===== config.mk =====
export PLATFORM = sky130hd
export DESIGN_NAME = ptw_axi_read_arbiter
export DESIGN_NICKNAME = d
export VERILOG_FILES = /design/src/rtl/ptw_axi_read_arbiter_pkg.sv /design/src/rtl/ptw_req_slot.sv /design/src/rtl/ptw_axi_read_arbiter.sv
export SDC_FILE = /design/constraint.sdc
export NUM_CORES = 1
export LEC_CHECK = 0
export CORE_MARGIN = 2
export CORE_UTILIZATION = 45
export CTS_CLUSTER_SIZE = 16
export DETAILED_ROUTE_END_ITERATION = 16
export GPL_ROUTABILITY_DRIVEN = 0
export GPL_TIMING_DRIVEN = 0
export HOLD_SLACK_MARGIN = 0.02
export PLACE_DENSITY_LB_ADDON = 0.08
export RECOVER_POWER = 50
export SKIP_CTS_REPAIR_TIMING = 1
export SLEW_MARGIN = 20
export SYNTH_ARGS = -nofsm -noshare
export SYNTH_HDL_FRONTEND = slang
export SYNTH_SLANG_ARGS = --single-unit

===== constraint.sdc =====
create_clock -name clk_i -period 2.8 [get_ports clk_i]
set_input_delay 0.42 -clock clk_i [delete_from_list [all_inputs] [get_ports clk_i]]
set_output_delay 0.42 -clock clk_i [all_outputs]
set_load 0.01 [all_outputs]

===== src/rtl/ptw_axi_read_arbiter_pkg.sv =====
// ptw_axi_read_arbiter_pkg: AXI encodings and FSM states shared by the PTW read arbiter
package ptw_axi_read_arbiter_pkg;
    localparam logic [7:0] AXI_LEN_SINGLE     = 8'd0;
    localparam logic [1:0] AXI_BURST_INCR     = 2'b01;
    localparam logic [2:0] AXI_SIZE_8B        = 3'b011;
    localparam logic [2:0] AXI_PROT_PRIV_DATA = 3'b001;
    localparam logic [1:0] AXI_RESP_OKAY      = 2'b00;
    localparam logic [1:0] AXI_RESP_EXOKAY    = 2'b01;
    localparam logic [1:0] AXI_RESP_SLVERR    = 2'b10;
    localparam logic [1:0] AXI_RESP_DECERR    = 2'b11;

    typedef enum logic [1:0] {
        ST_IDLE = 2'd0,
        ST_AR   = 2'd1,
        ST_R    = 2'd2
    } state_e;
endpackage


===== src/rtl/ptw_req_slot.sv =====
// ptw_req_slot: holds one walker's pending walk request until its AR handshake completes
module ptw_req_slot #(
    parameter int unsigned ADDR_WIDTH = 64
) (
    input  logic                  clk_i,
    input  logic                  rst_ni,
    input  logic                  set_i,
    input  logic [ADDR_WIDTH-1:0] addr_i,
    input  logic                  clr_i,
    output logic                  pend_o,
    output logic [ADDR_WIDTH-1:0] addr_o
);
    logic                  pend_q, pend_d;
    logic [ADDR_WIDTH-1:0] addr_q, addr_d;

    always_comb begin
        pend_d = set_i ? 1'b1 : (clr_i ? 1'b0 : pend_q);
        addr_d = set_i ? addr_i : addr_q;
    end

    always_ff @(posedge clk_i or negedge rst_ni) begin
        if (!rst_ni) begin
            pend_q <= 1'b0;
            addr_q <= '0;
        end else begin
            pend_q <= pend_d;
            addr_q <= addr_d;
        end
    end

    assign pend_o = pend_q;
    assign addr_o = addr_q;

    // A walker keeps at most one walk in flight; a second pulse would overwrite the address.
    a_no_overwrite: assert property (@(posedge clk_i) disable iff (!rst_ni) !(set_i && pend_q));
endmodule


===== src/rtl/ptw_axi_read_arbiter.sv =====
// ptw_axi_read_arbiter: round-robin merge of ITLB/DTLB walk reads onto one single-beat AXI read channel
module ptw_axi_read_arbiter
    import ptw_axi_read_arbiter_pkg::*;
#(
    parameter int unsigned ADDR_WIDTH   = 64,
    parameter int unsigned DATA_WIDTH   = 64,
    parameter int unsigned AXI_ID_WIDTH = 4,
    parameter int unsigned ITLB_ID      = 0,
    parameter int unsigned DTLB_ID      = 1
) (
    input  logic                    clk_i,
    input  logic                    rst_ni,
    input  logic                    itlb_addr_valid_i,
    input  logic [ADDR_WIDTH-1:0]   itlb_addr_i,
    output logic                    itlb_data_valid_o,
    output logic [DATA_WIDTH-1:0]   itlb_data_o,
    output logic                    itlb_bus_err_o,
    input  logic                    dtlb_addr_valid_i,
    input  logic [ADDR_WIDTH-1:0]   dtlb_addr_i,
    output logic                    dtlb_data_valid_o,
    output logic [DATA_WIDTH-1:0]   dtlb_data_o,
    output logic                    dtlb_bus_err_o,
    output logic                    m_arvalid_o,
    input  logic                    m_arready_i,
    output logic [ADDR_WIDTH-1:0]   m_araddr_o,
    output logic [AXI_ID_WIDTH-1:0] m_arid_o,
    output logic [7:0]              m_arlen_o,
    output logic [2:0]              m_arsize_o,
    output logic [1:0]              m_arburst_o,
    output logic [2:0]              m_arprot_o,
    input  logic                    m_rvalid_i,
    output logic                    m_rready_o,
    input  logic [DATA_WIDTH-1:0]   m_rdata_i,
    input  logic [1:0]              m_rresp_i,
    input  logic [AXI_ID_WIDTH-1:0] m_rid_i,
    input  logic                    m_rlast_i
);
    state_e                  state_q, state_d;
    logic                    last_q, last_d;  // last granted requester, i.e. owner of the transaction in flight
    logic [1:0]              pend, clr;
    logic [ADDR_WIDTH-1:0]   itlb_addr_q, dtlb_addr_q;
    logic [AXI_ID_WIDTH-1:0] win_id;
    logic                    r_done, r_ok;
    logic [DATA_WIDTH-1:0]   r_data;
    logic                    itlb_dv_q, itlb_dv_d, dtlb_dv_q, dtlb_dv_d;
    logic                    itlb_err_q, itlb_err_d, dtlb_err_q, dtlb_err_d;
    logic [DATA_WIDTH-1:0]   itlb_data_q, itlb_data_d, dtlb_data_q, dtlb_data_d;

    ptw_req_slot #(.ADDR_WIDTH(ADDR_WIDTH)) u_itlb_slot (
        .clk_i  (clk_i),
        .rst_ni (rst_ni),
        .set_i  (itlb_addr_valid_i),
        .addr_i (itlb_addr_i),
        .clr_i  (clr[0]),
        .pend_o (pend[0]),
        .addr_o (itlb_addr_q)
    );

    ptw_req_slot #(.ADDR_WIDTH(ADDR_WIDTH)) u_dtlb_slot (
        .clk_i  (clk_i),
        .rst_ni (rst_ni),
        .set_i  (dtlb_addr_valid_i),
        .addr_i (dtlb_addr_i),
        .clr_i  (clr[1]),
        .pend_o (pend[1]),
        .addr_o (dtlb_addr_q)
    );

    assign win_id = last_q ? AXI_ID_WIDTH'(DTLB_ID) : AXI_ID_WIDTH'(ITLB_ID);
    assign r_done = (state_q == ST_R) && m_rvalid_i;
    // Anything but a clean single-beat OKAY from the right ID returns an invalid PTE.
    assign r_ok   = (m_rid_i == win_id) && m_rlast_i && (m_rresp_i == AXI_RESP_OKAY);
    assign r_data = r_ok ? m_rdata_i : '0;

    always_comb begin
        state_d = state_q;
        last_d  = last_q;
        clr     = '0;
        case (state_q)
            ST_IDLE: if (|pend) begin
                last_d  = &pend ? ~last_q : pend[1];
                state_d = ST_AR;
            end
            ST_AR: if (m_arready_i) begin
                clr     = last_q ? 2'b10 : 2'b01;
                state_d = ST_R;
            end
            ST_R: if (m_rvalid_i) state_d = ST_IDLE;
            default: state_d = ST_IDLE;
        endcase
        itlb_dv_d   = r_done && !last_q;
        dtlb_dv_d   = r_done && last_q;
        itlb_err_d  = itlb_dv_d && !r_ok;
        dtlb_err_d  = dtlb_dv_d && !r_ok;
        itlb_data_d = itlb_dv_d ? r_data : itlb_data_q;
        dtlb_data_d = dtlb_dv_d ? r_data : dtlb_data_q;
    end

    always_ff @(posedge clk_i or negedge rst_ni) begin
        if (!rst_ni) begin
            state_q     <= ST_IDLE;
            last_q      <= 1'b1;
            itlb_dv_q   <= 1'b0;
            dtlb_dv_q   <= 1'b0;
            itlb_err_q  <= 1'b0;
            dtlb_err_q  <= 1'b0;
            itlb_data_q <= '0;
            dtlb_data_q <= '0;
        end else begin
            state_q     <= state_d;
            last_q      <= last_d;
            itlb_dv_q   <= itlb_dv_d;
            dtlb_dv_q   <= dtlb_dv_d;
            itlb_err_q  <= itlb_err_d;
            dtlb_err_q  <= dtlb_err_d;
            itlb_data_q <= itlb_data_d;
            dtlb_data_q <= dtlb_data_d;
        end
    end

    assign m_arvalid_o       = (state_q == ST_AR);
    assign m_araddr_o        = m_arvalid_o ? (last_q ? dtlb_addr_q : itlb_addr_q) : '0;
    assign m_arid_o          = m_arvalid_o ? win_id : '0;
    assign m_arlen_o         = AXI_LEN_SINGLE;
    assign m_arsize_o        = AXI_SIZE_8B;
    assign m_arburst_o       = AXI_BURST_INCR;
    assign m_arprot_o        = AXI_PROT_PRIV_DATA;
    assign m_rready_o        = (state_q == ST_R);
    assign itlb_data_valid_o = itlb_dv_q;
    assign dtlb_data_valid_o = dtlb_dv_q;
    assign itlb_bus_err_o    = itlb_err_q;
    assign dtlb_bus_err_o    = dtlb_err_q;
    assign itlb_data_o       = itlb_data_q;
    assign dtlb_data_o       = dtlb_data_q;
endmodule


==> results of run 1 <==
## Yosys cell counts, types with 2 or more instances
library cell,count,share of area [%]
inv_1,4,0.13
buf_1,9,0.30
clkbuf_1,46,1.5
a21o_1,2,0.13
nand3_1,2,0.088
nand2_1,257,8.4
conb_1,2,0.066
o21ai_2,60,4.6
mux2_2,128,13
nor2_1,68,2.2
or4b_1,2,0.18
dfrtp_1,264,58
o21ai_1,68,3.0
buf_4,19,1.2
buf_6,7,0.69
buf_2,9,0.39
mux2i_1,64,5.6
## sequential cells by signal, indices dropped and copies added (netlist names)
name	count
dtlb_data_o	64
itlb_data_o	64
u_dtlb_slot.addr_o	64
u_itlb_slot.addr_o	64
state_q	2
dtlb_bus_err_o	1
dtlb_data_valid_o	1
itlb_bus_err_o	1
itlb_data_valid_o	1
last_q	1
u_dtlb_slot.pend_o	1
u_itlb_slot.pend_o	1
## routing by layer
layer / share of wire [%] / GRT usage, % / vias up
met5: 0 / 0 / -
met4: 3.4 / 9.45 / 0
met3: 9.8 / 8.58 / 68
met2: 49 / 42.2 / 338
met1: 38 / 29.2 / 4397
li1: - / - / 4291
## stage by stage
stage | power, mW | area [sq um] | hold slack [ns]
after floorplan | 5.95 | 11500 | 0.124
after global placement | 7.78 | 15900 | 0.448
after detailed placement | 7.81 | 16000 | 0.460
after CTS | 11.5 | 16900 | -0.114
after global routing | 11.9 | 17000 | 0.439
final | 11.4 | 17000 | 0.451
## final cells by class
class | count | area [sq um]
Fill cell | 2003 | 8070
Clock buffer | 46 | 840
Inverter | 5 | 18.8
Buffer | 89 | 519
Tap cell | 330 | 413
Clock inverter | 4 | 45.0
Antenna cell | 5 | 12.5
Sequential cell | 265 | 6630
Timing Repair Buffer | 405 | 4110
Multi-Input combinational cell | 682 | 4380
## worst max-delay path, delay by kind of cell, from the launching register on
family	cells	cell delay, ns
buffers and inverters	3	0.99
DFF	1	0.45
and+or+nand+nor	2	0.32
## how the worst max path moves through the flow
stage	start	to	cells past startpoint
2_1_floorplan	last_q$_DFFE_PN1P_	m_araddr_o[50]	5
3_3_place_gp	rst_ni	u_itlb_slot.addr_o[42]$_DFFE_PN0P_	1
3_5_place_dp	last_q$_DFFE_PN1P_	m_araddr_o[52]	6
4_1_cts	last_q$_DFFE_PN1P_	m_araddr_o[52]	6
5_1_grt	last_q$_DFFE_PN1P_	m_araddr_o[0]	5
6_report	state_q[1]$_DFFE_PN0P_	m_araddr_o[32]	5
## cell families (layout without fill, tap and decap cells)
| group | count (synthesis) | after routing |
|---|---|---|
| other | 2 | 24 |
| buffers and inverters | 95 | 549 |
| multiplexers | 192 | 192 |
| AO/OA/AOI/OAI | 133 | 133 |
| XOR/XNOR | 1 | 1 |
| flip-flops | 265 | 265 |
| AND/OR/NAND/NOR | 337 | 337 |
## power breakdown
group	total [mW]	switching, mW	internal, mW
logic	3.53	1.72	1.81
registers	4.25	0.157	4.09
clock network	3.62	1.50	2.12
==> results_dict.tcl, run 1 <==
set metrics [dict create \
    synth-seq-cells 265 \
    vias 9094 \
    synth_top_family_by_area "multiplexers" \
    syn_area_sq_um 11400 \
    fmax_mhz 369 \
    row_count 58 \
    h-tree-depth 1 \
    max_slew.worst_pin.slew_ns 2.06 \
    hold_path_depth 3 \
    power_density_nw_per_um2 672 \
    ios 423 \
    hold_class "primary input to register" \
    synth-warning-count 0 \
    crit_slowest_cell "clkdlybuf4s50_1" \
    grt_pass1_wl_um 51300 \
    worstReg2RegEnd "dtlb_data_o[15]$_DFFE_PN0P_" \
    dp.cells 1775 \
    r2r_cells 7 \
    syn_inst 1025 \
    final_cells 1831 \
    synthXorXnorAreaFrac_pct 0.0766 \
    synth_flop_cell "dfrtp_1" \
    setup_viol 0 \
    maxSlewViolCount 77 \
    cpPeakStageDelay_ns 0.58 \
    cp_cell_sequence "nand2b_1 > buf_4 > buf_2 > nor2_1 > clkdlybuf4s50_1" \
    wl_per_cell_um 18.4 \
    port_buffers 401 \
    initial_core_util_pct 45.7 \
    skew_ns 0.0120 \
    synth_edf_count 0 \
    grt_pass1_vias 9285 \
    place_hpwl_um 25000 \
    cts_tree "built" \
    holdPathEnd "dtlb_data_o[61]$_DFFE_PN0P_" \
    worstPathRequired_ns 2.38 \
    cts-buffers-inserted 28 \
    violations "max-capacitance violations, max-slew violations" \
    cp_max_fo 10 \
    layout-drive-gt1-share_pct 18.8 \
    core_area_sq_um 25000 \
    synth-simple-area-share_pct 11.4 \
    synth_compound_area_share_pct 7.88 \
    fin_ws_ns 0.0899 \
    p_leak_nw 7.36 \
    ys_seq_area_share_pct 58.0 \
    fp.dieH_um 163 \
    r2r-start "last_q$_DFFE_PN1P_" \
    synthArstFlopShare_pct 100 \
    min_from "m_rdata_i[61]" \
    grt_max_degree 98 \
    status "finished, violations left" \
    slew_headroom_pct -37.0 \
    die_x_um 163 \
    cts.sinks 265 \
    synthAdderAreaFrac_pct 0 \
    wirelength_um 33800 \
    vias_per_cell 4.97 \
    crit_type "register to output port" \
    clock_path_buffers 3 \
    fin_nets 1681 \
    fin_crit_sh_pct 96.8 \
    start_kind "register" \
    reg2reg_slack_ns 0.53 \
    hold_viol_final 0 \
    antenna_found_initial 6 \
    arrival_ns 2.29 \
    cts-root-buf "clkbuf_16" \
    drc_errors 0 \
    synthMuxAreaShare_pct 18.2 \
    drt_iter0_markers 516 \
    yosysUniqueCellTypes 31 \
    rsz0062_at_grt "false" \
    vdd_drop_max_v 0.000485 \
    avgSynthCellArea_sq_um 11.2 \
    first_pass_iters 5 \
    fin_setup_tns_ns 0 \
    mostFrequentLayoutCells "384 x clkdlybuf4s50_1, 263 x dfrtp_1, 257 x nand2_1, 128 x mux2_2, 68 x o21ai_1" \
    min_period_ns 2.71 \
    maxCapViolCount 1 \
    insertion_delay_ns 0.54 \
    die_area_sq_um 26700 \
    cts.clk_slew.worst_paths_ns 0.06 \
    ant_nets 0 \
    final_common_cell "clkdlybuf4s50_1" \
    dp_slack_ns -0.545 \
    postLayoutCoreUtil_pct 67.8 \
    syn2layout_area_growth_pct 48.4 \
    gr-total-overflow 0 \
    track_usage_pct 24.9 \
    cp-end-kind "output port" \
]
(Power assumes the default switching activity.)
==> run 2: changes to the inputs <==
==> constraint.sdc (replaced) <==
create_clock -name clk_i -period 2.8 [get_ports clk_i]
set_input_delay 0.28 -clock clk_i [delete_from_list [all_inputs] [get_ports clk_i]]
set_output_delay 0.28 -clock clk_i [all_outputs]
set_load 0.01 [all_outputs]
==> run 2 against run 1 <==
Against the previous run: the run still ends with max-capacitance violations, max-slew violations left; flip-flop and latch count unchanged; via count is 0.18% lower; core utilization down 0.18 points; wire length hardly changed; maximum frequency is 0.27% higher; count of clock-buffer cells in the layout unchanged; first-iteration DRC count increased by 0.58%; worst setup slack better by 0.0072 ns; global-route usage unchanged; power shrank 0.12%; clock skew is essentially flat; register-to-register slack gained 0.02 ns.
==> results_dict.tcl, run 2 (synthesized netlist as in run 1, its figures left out) <==
set metrics [dict create \
    status "finished, violations left" \
    violations "max-capacitance violations, max-slew violations" \
    cts-root-buf "clkbuf_16" \
    arrival_ns 2.42 \
    initial_core_util_pct 45.7 \
    insertion_delay_ns 0.54 \
    fin_crit_sh_pct 96.5 \
    vias 9078 \
    row_count 58 \
    gr-total-overflow 0 \
    wirelength_um 33800 \
    h-tree-depth 1 \
    drt_iter0_markers 519 \
    final_common_cell "clkdlybuf4s50_1" \
    final_cells 1831 \
    power_density_nw_per_um2 673 \
    routed-wl-met2_um 16400 \
    port_buffers 401 \
    setup_viol 0 \
    fin_total_pwr_mw 11.4 \
    ant_nets 0 \
    wl_met3_um 3310 \
    postLayoutCoreUtil_pct 67.6 \
    core_area_sq_um 25000 \
    r2r-start "last_q$_DFFE_PN1P_" \
    skew_ns 0.0122 \
    fmax_mhz 370 \
    hold_viol_final 0 \
    cp-startpoint "last_q$_DFFE_PN1P_" \
    min_from "m_rdata_i[61]" \
    ios 423 \
    drc_errors 0 \
    maxSlewViolCount 77 \
    slew_headroom_pct -39.5 \
    cp_max_fo 10 \
    fin_nets 1681 \
    crit_type "register to output port" \
    grt_max_degree 98 \
    clock_path_buffers 3 \
    syn2layout_area_growth_pct 48.0 \
    max_slew.worst_pin.slew_ns 2.09 \
    wl_per_cell_um 18.5 \
    grt_pass1_wl_um 51300 \
    mostFrequentLayoutCells "399 x clkdlybuf4s50_1, 264 x dfrtp_1, 257 x nand2_1, 128 x mux2_2, 68 x o21ai_1" \
    die_area_sq_um 26700 \
    track_usage_pct 24.9 \
    dp.cells 1775 \
    maxCapViolCount 1 \
    highest_layer "met4" \
    vias_per_cell 4.96 \
    hold_class "primary input to register" \
    rsz0062_at_grt "false" \
    start_kind "register" \
    cts_tree "built" \
    post_dp_cell_area_sq_um 16000 \
    fin_area_sq_um 16900 \
    fp.dieH_um 163 \
    min_period_ns 2.70 \
    layout-drive-gt1-share_pct 18.6 \
    first_pass_iters 4 \
    vdd_drop_max_v 0.000516 \
    cp-end-kind "output port" \
    grt_pass1_vias 9285 \
    fillers 2011 \
    die_x_um 163 \
    cts.clk_slew.worst_paths_ns 0.06 \
    wl_met1_um 12900 \
    cts-buffers-inserted 28 \
    worstPathRequired_ns 2.52 \
    cts.sinks 265 \
    antenna_found_initial 6 \
    p_leak_nw 7.14 \
    place_hpwl_um 25000 \
]
## run 2: cell types whose count changed in the layout (fill, tap and decap cells not counted)
cell,before,now
clkdlybuf4s50_1,384,399
dfrtp_1,263,264
nor2_2,2,1
buf_6,12,8
buf_12,2,0
nor2_1,66,67
dfrtp_2,1,0
dlymetal6s2s_1,16,1
buf_16,0,2
buf_2,13,10
clkbuf_2,1,6
clkbuf_4,1,3
## run 2: area by class of cell
type | count | area, sq um | share of cell area, %
flip-flops and latches | 265 | 6630 | 39.2
multi-input cells | 682 | 4370 | 25.9
repair buffers | 405 | 4080 | 24.1
clock buffers | 46 | 840 | 4.96
plain buffers | 89 | 499 | 2.95
well taps | 330 | 413 | 2.44
clock inverters | 4 | 45.0 | 0.266
inverters | 5 | 18.8 | 0.111
diodes | 5 | 12.5 | 0.0740
## run 2: per-layer routing
metal / track usage (%) / up-vias
met5: 0 / -
met4: 9.45 / 0
met3: 8.58 / 66
met2: 42.2 / 337
met1: 29.2 / 4382
li1: - / 4293
## run 2: final timing paths
path / end / slack, ns / depth (start not counted)
setup / recovery: m_araddr_o[47] / 0.1 / 5
hold / removal: dtlb_data_o[61]$_DFFE_PN0P_ / 0.31 / 3
setup reg to reg: dtlb_data_o[15]$_DFFE_PN0P_ / 0.55 / 7
hold reg to reg: dtlb_data_o[41]$_DFFE_PN0P_ / 0.47 / 2
max in group asynchronous: u_dtlb_slot.addr_o[33]$_DFFE_PN0P_ / 0.58 / 3
min in group asynchronous: itlb_data_o[52]$_DFFE_PN0P_ / 0.89 / 2
## run 2: per-stage QoR
step	setup slack, ns	TNS, ns	hold slack [ns]
finish	0.0972	0	0.310
global route	0.00368	0	0.299
CTS	-1.01	-35.40	-0.254
detailed placement	-0.405	-2.45	0.320
global placement	-10.28	-2713.77	0.448
floorplan	0.803	0	-0.0156
## run 2: where the power goes
part           switching [mW]  internal, mW  total, mW  leakage (nW)
logic                    1.72          1.80       3.52          3.31
registers               0.157          4.09       4.25          3.39
clock network            1.49          2.12       3.61         0.433
total                    3.37          8.01       11.4          7.14
## run 2: critical path: stages (launching register included)
cell,delay (ns)
dfstp_2,0.58
buf_4,0.22
clkbuf_4,0.29
mux2i_1,0.24
nor2_1,0.05
clkdlybuf4s50_1,0.50
